File: src/rtl/reg_intf_pkg.sv
// Shared definitions for the SPI-to-register-bus bridge.
//   Frame layout (MSB first): [31] RW (1=write), [30] reserved (must be 0),
//   [29:16] register address, [15:0] write data / don't-care on reads.
//   The *_POS constants index the rx shift register at the clk where the
//   final bit of a field group is still arriving on mosi (i.e. before that
//   last shift has landed).
package reg_intf_pkg;

  localparam int unsigned SPI_FRAME_W = 32;
  localparam int unsigned HDR_W       = 16;
  localparam int unsigned RW_BIT      = 31;
  localparam int unsigned RSVD_BIT    = 30;
  localparam int unsigned BIT_CNT_W   = 6;

  // Header bits as seen in rx_sr while the 16th bit is on mosi
  localparam int unsigned HDR_RW_POS   = RW_BIT - HDR_W - 1;
  localparam int unsigned HDR_RSVD_POS = RSVD_BIT - HDR_W - 1;
  // RW bit as seen in rx_sr while the 32nd bit is on mosi
  localparam int unsigned END_RW_POS   = RW_BIT - 1;

  typedef enum logic [2:0] {
    ST_IDLE,
    ST_HDR,
    ST_RD_REQ,
    ST_RD_CAP,
    ST_DATA,
    ST_WR,
    ST_DONE,
    ST_ERR
  } spi_br_state_t;

endpackage

File: src/rtl/reg_bridge_sync.sv
// Multi-flop synchroniser for one asynchronous SPI pin, with optional
// rise/fall detection.
//   clk   : system clock
//   rst   : asynchronous active-low reset (chain clears to 0)
//   d     : asynchronous input
//   q     : synchronised level (last chain stage)
//   rise  : one-clk pulse when q goes 0->1 (0 when EDGE_DET=0)
//   fall  : one-clk pulse when q goes 1->0 (0 when EDGE_DET=0)
// The chain resets to 0 on every pin. For cs_n this means a host already
// holding cs_n low at reset release produces no fall event, so no partial
// frame can start until cs_n rises and falls again.
module reg_bridge_sync #(
  parameter int unsigned SYNC_STAGES = 2,
  parameter bit          EDGE_DET    = 1'b1
) (
  input  logic clk,
  input  logic rst,
  input  logic d,
  output logic q,
  output logic rise,
  output logic fall
);

  logic [SYNC_STAGES-1:0] chain;

  always_ff @(posedge clk or negedge rst) begin
    if (!rst) begin
      chain <= '0;
    end else begin
      chain <= {chain[SYNC_STAGES-2:0], d};
    end
  end

  assign q = chain[SYNC_STAGES-1];

  generate
    if (EDGE_DET) begin : g_edge
      // Edge compare uses one extra flop behind q, so an edge pulse coincides
      // with the clk on which q shows the new level; a mosi chain of equal
      // depth then presents the bit the host set up for that sclk edge.
      logic q_d;
      always_ff @(posedge clk or negedge rst) begin
        if (!rst) begin
          q_d <= 1'b0;
        end else begin
          q_d <= q;
        end
      end
      assign rise = q & ~q_d;
      assign fall = ~q & q_d;
    end else begin : g_no_edge
      assign rise = 1'b0;
      assign fall = 1'b0;
    end
  endgenerate

endmodule

File: src/rtl/reg_spi_bridge.sv
// SPI mode-0 slave that converts 32-bit host frames into single-cycle
// register bus accesses; one access per valid frame, read data returned on
// miso in the second half of the same frame.
//   clk, rst          : system clock, asynchronous active-low reset
//   spi_sclk/cs_n/mosi: async host pins (f_sclk <= f_clk/16)
//   spi_miso, _oe     : data to host (MSB first) and its output enable
//   wr_en, rd_en      : one-clk strobes to the register file
//   addr              : register address, held from header decode on
//   write_data        : write payload, valid with wr_en
//   read_data         : register file read mux (combinational in addr)
//   frame_err         : one-clk pulse on aborted or malformed frame
//   busy              : frame in progress
module reg_spi_bridge
  import reg_intf_pkg::*;
#(
  parameter int unsigned SYNC_STAGES = 2,
  parameter int unsigned ADDR_W      = 14,
  parameter int unsigned DATA_W      = 16
) (
  input  logic              clk,
  input  logic              rst,
  input  logic              spi_sclk,
  input  logic              spi_cs_n,
  input  logic              spi_mosi,
  output logic              spi_miso,
  output logic              spi_miso_oe,
  output logic              wr_en,
  output logic              rd_en,
  output logic [ADDR_W-1:0] addr,
  output logic [DATA_W-1:0] write_data,
  input  logic [DATA_W-1:0] read_data,
  output logic              frame_err,
  output logic              busy
);

  logic sclk_s, sclk_rise, sclk_fall;
  logic cs_s, cs_rise, cs_fall;
  logic mosi_s, unused_mosi_rise, unused_mosi_fall;

  spi_br_state_t            state;
  logic [BIT_CNT_W-1:0]     bit_cnt;
  logic [SPI_FRAME_W-1:0]   rx_sr;
  logic [DATA_W-1:0]        tx_sr;
  logic                     unused_rx_msb;

  reg_bridge_sync #(.SYNC_STAGES(SYNC_STAGES), .EDGE_DET(1'b1)) u_sync_sclk (
    .clk (clk), .rst (rst), .d (spi_sclk),
    .q (sclk_s), .rise (sclk_rise), .fall (sclk_fall)
  );

  reg_bridge_sync #(.SYNC_STAGES(SYNC_STAGES), .EDGE_DET(1'b1)) u_sync_cs (
    .clk (clk), .rst (rst), .d (spi_cs_n),
    .q (cs_s), .rise (cs_rise), .fall (cs_fall)
  );

  reg_bridge_sync #(.SYNC_STAGES(SYNC_STAGES), .EDGE_DET(1'b0)) u_sync_mosi (
    .clk (clk), .rst (rst), .d (spi_mosi),
    .q (mosi_s), .rise (unused_mosi_rise), .fall (unused_mosi_fall)
  );

  // Only edges of sclk/cs_n drive the FSM; the levels are kept for clarity.
  logic unused_levels;
  assign unused_levels = sclk_s ^ cs_s;
  // The frame MSB shifts out of rx_sr before anything needs it.
  assign unused_rx_msb = rx_sr[SPI_FRAME_W-1];

  // miso is the tx register MSB; clearing tx_sr forces miso low.
  assign spi_miso = tx_sr[DATA_W-1];

  always_ff @(posedge clk or negedge rst) begin
    if (!rst) begin
      state       <= ST_IDLE;
      bit_cnt     <= '0;
      rx_sr       <= '0;
      tx_sr       <= '0;
      spi_miso_oe <= 1'b0;
      wr_en       <= 1'b0;
      rd_en       <= 1'b0;
      addr        <= '0;
      write_data  <= '0;
      frame_err   <= 1'b0;
      busy        <= 1'b0;
    end else begin
      wr_en     <= 1'b0;
      rd_en     <= 1'b0;
      frame_err <= 1'b0;

      if (cs_rise && (state != ST_IDLE)) begin
        // Completed (WR/DONE) or already-flagged (ERR) frames end quietly;
        // anything earlier is an abort.
        frame_err   <= (state != ST_WR) && (state != ST_DONE) && (state != ST_ERR);
        state       <= ST_IDLE;
        bit_cnt     <= '0;
        tx_sr       <= '0;
        spi_miso_oe <= 1'b0;
        busy        <= 1'b0;
      end else begin
        case (state)
          ST_IDLE: begin
            if (cs_fall) begin
              state   <= ST_HDR;
              bit_cnt <= '0;
              busy    <= 1'b1;
            end
          end

          ST_HDR: begin
            if (sclk_rise) begin
              rx_sr   <= {rx_sr[SPI_FRAME_W-2:0], mosi_s};
              bit_cnt <= bit_cnt + 1'b1;
              if (bit_cnt == BIT_CNT_W'(HDR_W - 1)) begin
                if (rx_sr[HDR_RSVD_POS]) begin
                  state     <= ST_ERR;
                  frame_err <= 1'b1;
                end else begin
                  addr <= {rx_sr[ADDR_W-2:0], mosi_s};
                  if (rx_sr[HDR_RW_POS]) begin
                    state <= ST_DATA;
                  end else begin
                    state <= ST_RD_REQ;
                    rd_en <= 1'b1;
                  end
                end
              end
            end
          end

          // addr is registered and rd_en is high this clk, so read_data is
          // valid now; capturing it here puts bit 15 on miso in RD_CAP.
          ST_RD_REQ: begin
            tx_sr       <= read_data;
            spi_miso_oe <= 1'b1;
            state       <= ST_RD_CAP;
          end

          ST_RD_CAP: begin
            state <= ST_DATA;
          end

          ST_DATA: begin
            if (sclk_rise) begin
              rx_sr   <= {rx_sr[SPI_FRAME_W-2:0], mosi_s};
              bit_cnt <= bit_cnt + 1'b1;
              if (bit_cnt == BIT_CNT_W'(SPI_FRAME_W - 1)) begin
                if (rx_sr[END_RW_POS]) begin
                  state      <= ST_WR;
                  wr_en      <= 1'b1;
                  write_data <= {rx_sr[DATA_W-2:0], mosi_s};
                end else begin
                  state <= ST_DONE;
                end
              end
            end else if (sclk_fall && spi_miso_oe &&
                         (bit_cnt >= BIT_CNT_W'(HDR_W + 1))) begin
              // oe marks a read; the fall after rise 16 keeps bit 15 on miso.
              tx_sr <= {tx_sr[DATA_W-2:0], 1'b0};
            end
          end

          ST_WR: begin
            state <= ST_DONE;
          end

          default: begin
            // DONE / ERR: wait for cs_n rise, ignore sclk
          end
        endcase
      end
    end
  end

endmodule

File: config.mk
export PLATFORM = sky130hd
export DESIGN_NAME = reg_spi_bridge
export DESIGN_NICKNAME = d
export VERILOG_FILES = /design/src/rtl/reg_intf_pkg.sv /design/src/rtl/reg_bridge_sync.sv /design/src/rtl/reg_spi_bridge.sv
export SDC_FILE = /design/constraint.sdc
export NUM_CORES = 1
export LEC_CHECK = 0
export CORE_UTILIZATION = 35
export CTS_BUF_LIST = sky130_fd_sc_hd__clkbuf_16
export DETAILED_ROUTE_END_ITERATION = 8
export PLACE_DENSITY = 0.66
export RECOVER_POWER = 25
export SYNTH_ARGS = -nofsm -noshare
export SYNTH_HDL_FRONTEND = slang
export SYNTH_SLANG_ARGS = --single-unit
File: constraint.sdc
create_clock -name clk -period 2.7 [get_ports clk]
set_input_delay 0.54 -clock clk [delete_from_list [all_inputs] [get_ports clk]]
set_output_delay 0.54 -clock clk [all_outputs]
set_load 0.01 [all_outputs]
==> results by stage, run 1 <==
Routing:
- In the routed design, unresolved DRC markers number 5.
- The detailed-route via count is 2626.
- The ratio of routed vias to standard cells is 5.10.
- The routed design has 7.88 mm of wire.
- The detailed-routing iteration count for the pre-antenna-repair pass is 6.
- The count of routing violations after the opening detailed-route iteration is 145.
- The average wire per standard cell is 15.3 µm.
- The final antenna-violating net count is 0.

Layout:
- After routing the design area is 5270 µm².
- The number of antenna repair diodes is 0.
- The number of nets at the end of the flow is 391.
- Of the cells placed in the final design, the portion with a size suffix greater than 1 is 25.3%.
- The area growth from synthesis to layout is 24.9%.

Power:
- In this run the power density over the cells is 771 nW/µm².
- The cell leakage power is 2.37 nW.
- The worst voltage drop across the vdd grid is 0.000340 V.

Global route:
- The largest net degree at the start of global routing is 54.
- The initial antenna violation count came to 0.
- The first global-routing pass estimated 13.4 mm of wire.
- Global routing used 13.7% of the available tracks.
- The number of global-route vias before repair is 2725.
- For this run the aggregate overflow at the end of global routing stands at 0.

Synth:
- The synthesized design devotes to its leading area cell type 58.7% of total area.
- Yosys printed 0 warnings.
- The average size of a mapped cell is 13.8 µm².
- Counting every instance in the synthesized netlist gives 306.
- Sequential elements use 58.7% of the synthesized area.
- After synthesis the netlist holds a flip-flop and latch count of 99.
- After synthesis, the netlist uses 49 different library cells.
- The number of enable-type register cells in the synthesized netlist is 0.
- The share of flip-flops with an asynchronous set or reset is 100%.
- The number of nets in the synthesized netlist is 330.
- The largest total area in the synthesized netlist belongs to sky130_fd_sc_hd__dfrtp_1.
- After synthesis, the cell types taking the most area are sky130_fd_sc_hd__dfrtp_1 59%, sky130_fd_sc_hd__mux2_2 14%, sky130_fd_sc_hd__mux2i_1 3.6%.
- Summing every instance area after synthesis gives 4220 µm².
- For this run, the leading register cell type out of synthesis is sky130_fd_sc_hd__dfrtp_1.

STA:
- Dividing the final minimum period by the clock period gives 88.8%.
- The remaining max-slew budget at the tightest pin is 19.4%.
- The final count of hold timing violations is 0.
- Between clock sinks in the finished design, the worst skew comes to 0.00923 ns.
- The number of setup violations in the final report is 0.
- Setup repair after global routing left no endpoint under its margin.
- The number of pins exceeding their max-slew limit in the final report is 0.
- Static timing analysis puts the maximum clock frequency at 417 MHz.
- The minimum period implied by the final worst setup slack is 2.40 ns.
- The measured slew at the worst slew-check pin is 1.21 ns.
- The final sum of negative setup slack is 0 ns.

Place:
- Detailed placement finished with a half-perimeter wire length of 5.24 mm.
- The final weighted congestion of routability-driven global placement is 0.839.
- The number of I/O port buffers is 56.
- Summing all placed instances gives a cell area of 4950 µm².

Setup path:
- STA classifies the critical path endpoint as a register.
- The critical path required time is 2.92 ns.
- Of all nets on the critical path, the largest fanout is 15.
- The delay of the slowest cell on the worst path is 0.43 ns.
- The critical setup path kind is register to register.
- The data arrival time of the critical path is 2.62 ns.
- The critical path goes through ha_1 > nand3_2 > or3_4 > nor4b_2 > and2b_1 > buf_4 > mux2_2.
- Among all stages on the critical path, the largest delay is contributed by sky130_fd_sc_hd__dfrtp_1.
- The type of element launching the critical path is a register.

Clocking:
- The number of clock buffers inserted by TritonCTS is 9.
- The tree is rooted in a sky130_fd_sc_hd__clkbuf_16.
- Clock tree synthesis found a total of 99 sinks.
- Clock-pin slew was measured on the worst setup and hold paths at 0.07 ns.
- The number of hold buffers added after CTS was 0.
- Once the clock tree was built, the setup fixing pass inserted 0 buffers.
- The TritonCTS clock tree is yes.
- The worst-case clock buffer depth is 2.
- Once the clock tree was built, the resizer swapped 0 gates to a different size.
- At the later pin of the worst-skew pair, clock insertion delay measures 0.34 ns.
- In this run the number of H-tree levels came out at 3.

Flow run:
- The tool flagged a number of max-cap violations equal to 0.

Die:
- The width of the die is 112 µm.
- The total die area is 12500 µm².
- The height of the die is 112 µm.
- The initial cell density of the core is 36.5%.
- The core region area is 11600 µm².
- Pin placement for this block handled 57 I/O pins.
- The initialized floorplan defines 39 standard-cell rows.

Status:
- The checks that failed: DRC.
- The run finished, with violations left.

Min path:
- The classification of the worst-slack hold path is register to register.
## final cells by class
| type | count | area [µm²] |
|---|---|---|
| Sequential cell | 99 | 2480 |
| Timing Repair Buffer | 66 | 643 |
| Clock inverter | 7 | 100 |
| Clock buffer | 9 | 225 |
| Inverter | 5 | 18.8 |
| Multi-Input combinational cell | 186 | 1630 |
| Fill cell | 1071 | 6290 |
| Tap cell | 143 | 179 |
## metal layers
layer  share of wire [%]  track usage, %  vias to the layer above
met5                   0               0                        -
met4                 1.6            5.41                        0
met3                 3.9            3.92                       10
met2                  46            21.2                       56
met1                  49            18.3                     1325
li1                    -               -                     1235
## sequential cells by signal, indices dropped and copies added (netlist names)
register                count
addr                       14
bit_cnt                     6
busy                        1
frame_err                   1
rd_en                       1
rx_sr                      31
spi_miso_oe                 1
state                       3
tx_sr                      16
u_sync_cs.chain             2
u_sync_cs.g_edge.q_d        1
u_sync_mosi.chain           2
u_sync_sclk.chain           2
u_sync_sclk.g_edge.q_d      1
wr_en                       1
write_data                 16
## power breakdown
group / leakage [nW] / internal, W / switching, W / total (W)
Clock: 0.156 / 0.000820 / 0.000565 / 0.00138
Sequential: 1.35 / 0.00168 / 0.000195 / 0.00187
Combinational: 0.871 / 0.000397 / 0.000410 / 0.000808
## synthesized netlist by cell type, types with 5 or more instances
master	n
sky130_fd_sc_hd__nand2b_1	5
sky130_fd_sc_hd__xnor2_1	5
sky130_fd_sc_hd__clkbuf_1	7
sky130_fd_sc_hd__mux2_2	53
sky130_fd_sc_hd__mux2_4	9
sky130_fd_sc_hd__mux2i_1	15
sky130_fd_sc_hd__inv_1	5
sky130_fd_sc_hd__nand2_1	10
sky130_fd_sc_hd__nand3_1	7
sky130_fd_sc_hd__a21oi_1	5
sky130_fd_sc_hd__dfrtp_1	99
sky130_fd_sc_hd__buf_2	6
sky130_fd_sc_hd__o21ai_0	10
sky130_fd_sc_hd__o2bb2ai_1	16
sky130_fd_sc_hd__nor2_1	10
## cells by family (layout without fill, tap and decap cells)
group | Yosys count | count (layout) | share of synthesized area, %
AO/OA/AOI/OAI | 44 | 44 | 7.68
XOR/XNOR | 5 | 5 | 1.04
adder cells (fa/ha/maj) | 3 | 3 | 0.889
buffers and inverters | 21 | 87 | 2.70
flip-flops | 99 | 99 | 58.7
multiplexers | 77 | 77 | 20.9
AND/OR/NAND/NOR | 57 | 57 | 8.12
## layout by cell type (no fill, tap or decap), types with 4 or more instances in the layout
cell type and count:
sky130_fd_sc_hd__o21ai_0 10, sky130_fd_sc_hd__o2bb2ai_1 16, sky130_fd_sc_hd__inv_1 5, sky130_fd_sc_hd__dfrtp_1 99
sky130_fd_sc_hd__nor2b_1 4, sky130_fd_sc_hd__nand2b_1 5, sky130_fd_sc_hd__nand2_1 10, sky130_fd_sc_hd__mux2_2 53
sky130_fd_sc_hd__nor2_1 10, sky130_fd_sc_hd__mux2_4 9, sky130_fd_sc_hd__clkbuf_16 9, sky130_fd_sc_hd__buf_4 9
sky130_fd_sc_hd__mux2i_1 15, sky130_fd_sc_hd__nand3_1 7, sky130_fd_sc_hd__xnor2_1 5, sky130_fd_sc_hd__nor3_1 4
sky130_fd_sc_hd__a21oi_1 5, sky130_fd_sc_hd__clkdlybuf4s50_1 52
## per-stage QoR
stage	power, W	setup slack (ns)	hold slack (ns)	instances	util (%)
2_1_floorplan	0.00243	0.560	0.244	306	-
3_3_place_gp	0.00269	0.424	0.335	499	42.8
3_5_place_dp	0.00272	0.317	0.339	499	42.8
4_1_cts	0.00412	0.287	0.229	515	45.6
5_1_grt	0.00429	0.146	0.357	515	45.6
6_report	0.00407	0.302	0.353	515	45.6
## worst max-delay path: cells and delay by family (launching register included)
kind	cells	cell delay, ns
adders and majority gates	1	0.21
buffers and inverters	1	0.28
DFF	1	0.43
muxes	1	0.38
and+or+nand+nor	4	0.95
## path summary, 6_finish.rpt
kind	slack (ns)	cells past startpoint	end	from
setup / recovery	0.30	7	addr[3]	bit_cnt[0]
min in group asynchronous	0.43	1	bit_cnt[0]	rst
hold / removal	0.35	0	u_sync_cs.chain[1]	u_sync_cs.chain[0]
setup reg to reg	0.30	7	addr[3]	bit_cnt[0]
max in group asynchronous	1.40	2	tx_sr[10]	rst
hold reg to reg	0.35	0	u_sync_cs.chain[1]	u_sync_cs.chain[0]
No activity file was read; power rests on OpenSTA's default activity.
==> run 2: changes to the inputs <==
- ABC_AREA: unset -> 0
==> results of run 2 <==
Final layout, timing and power as in run 1 (identical DEF).
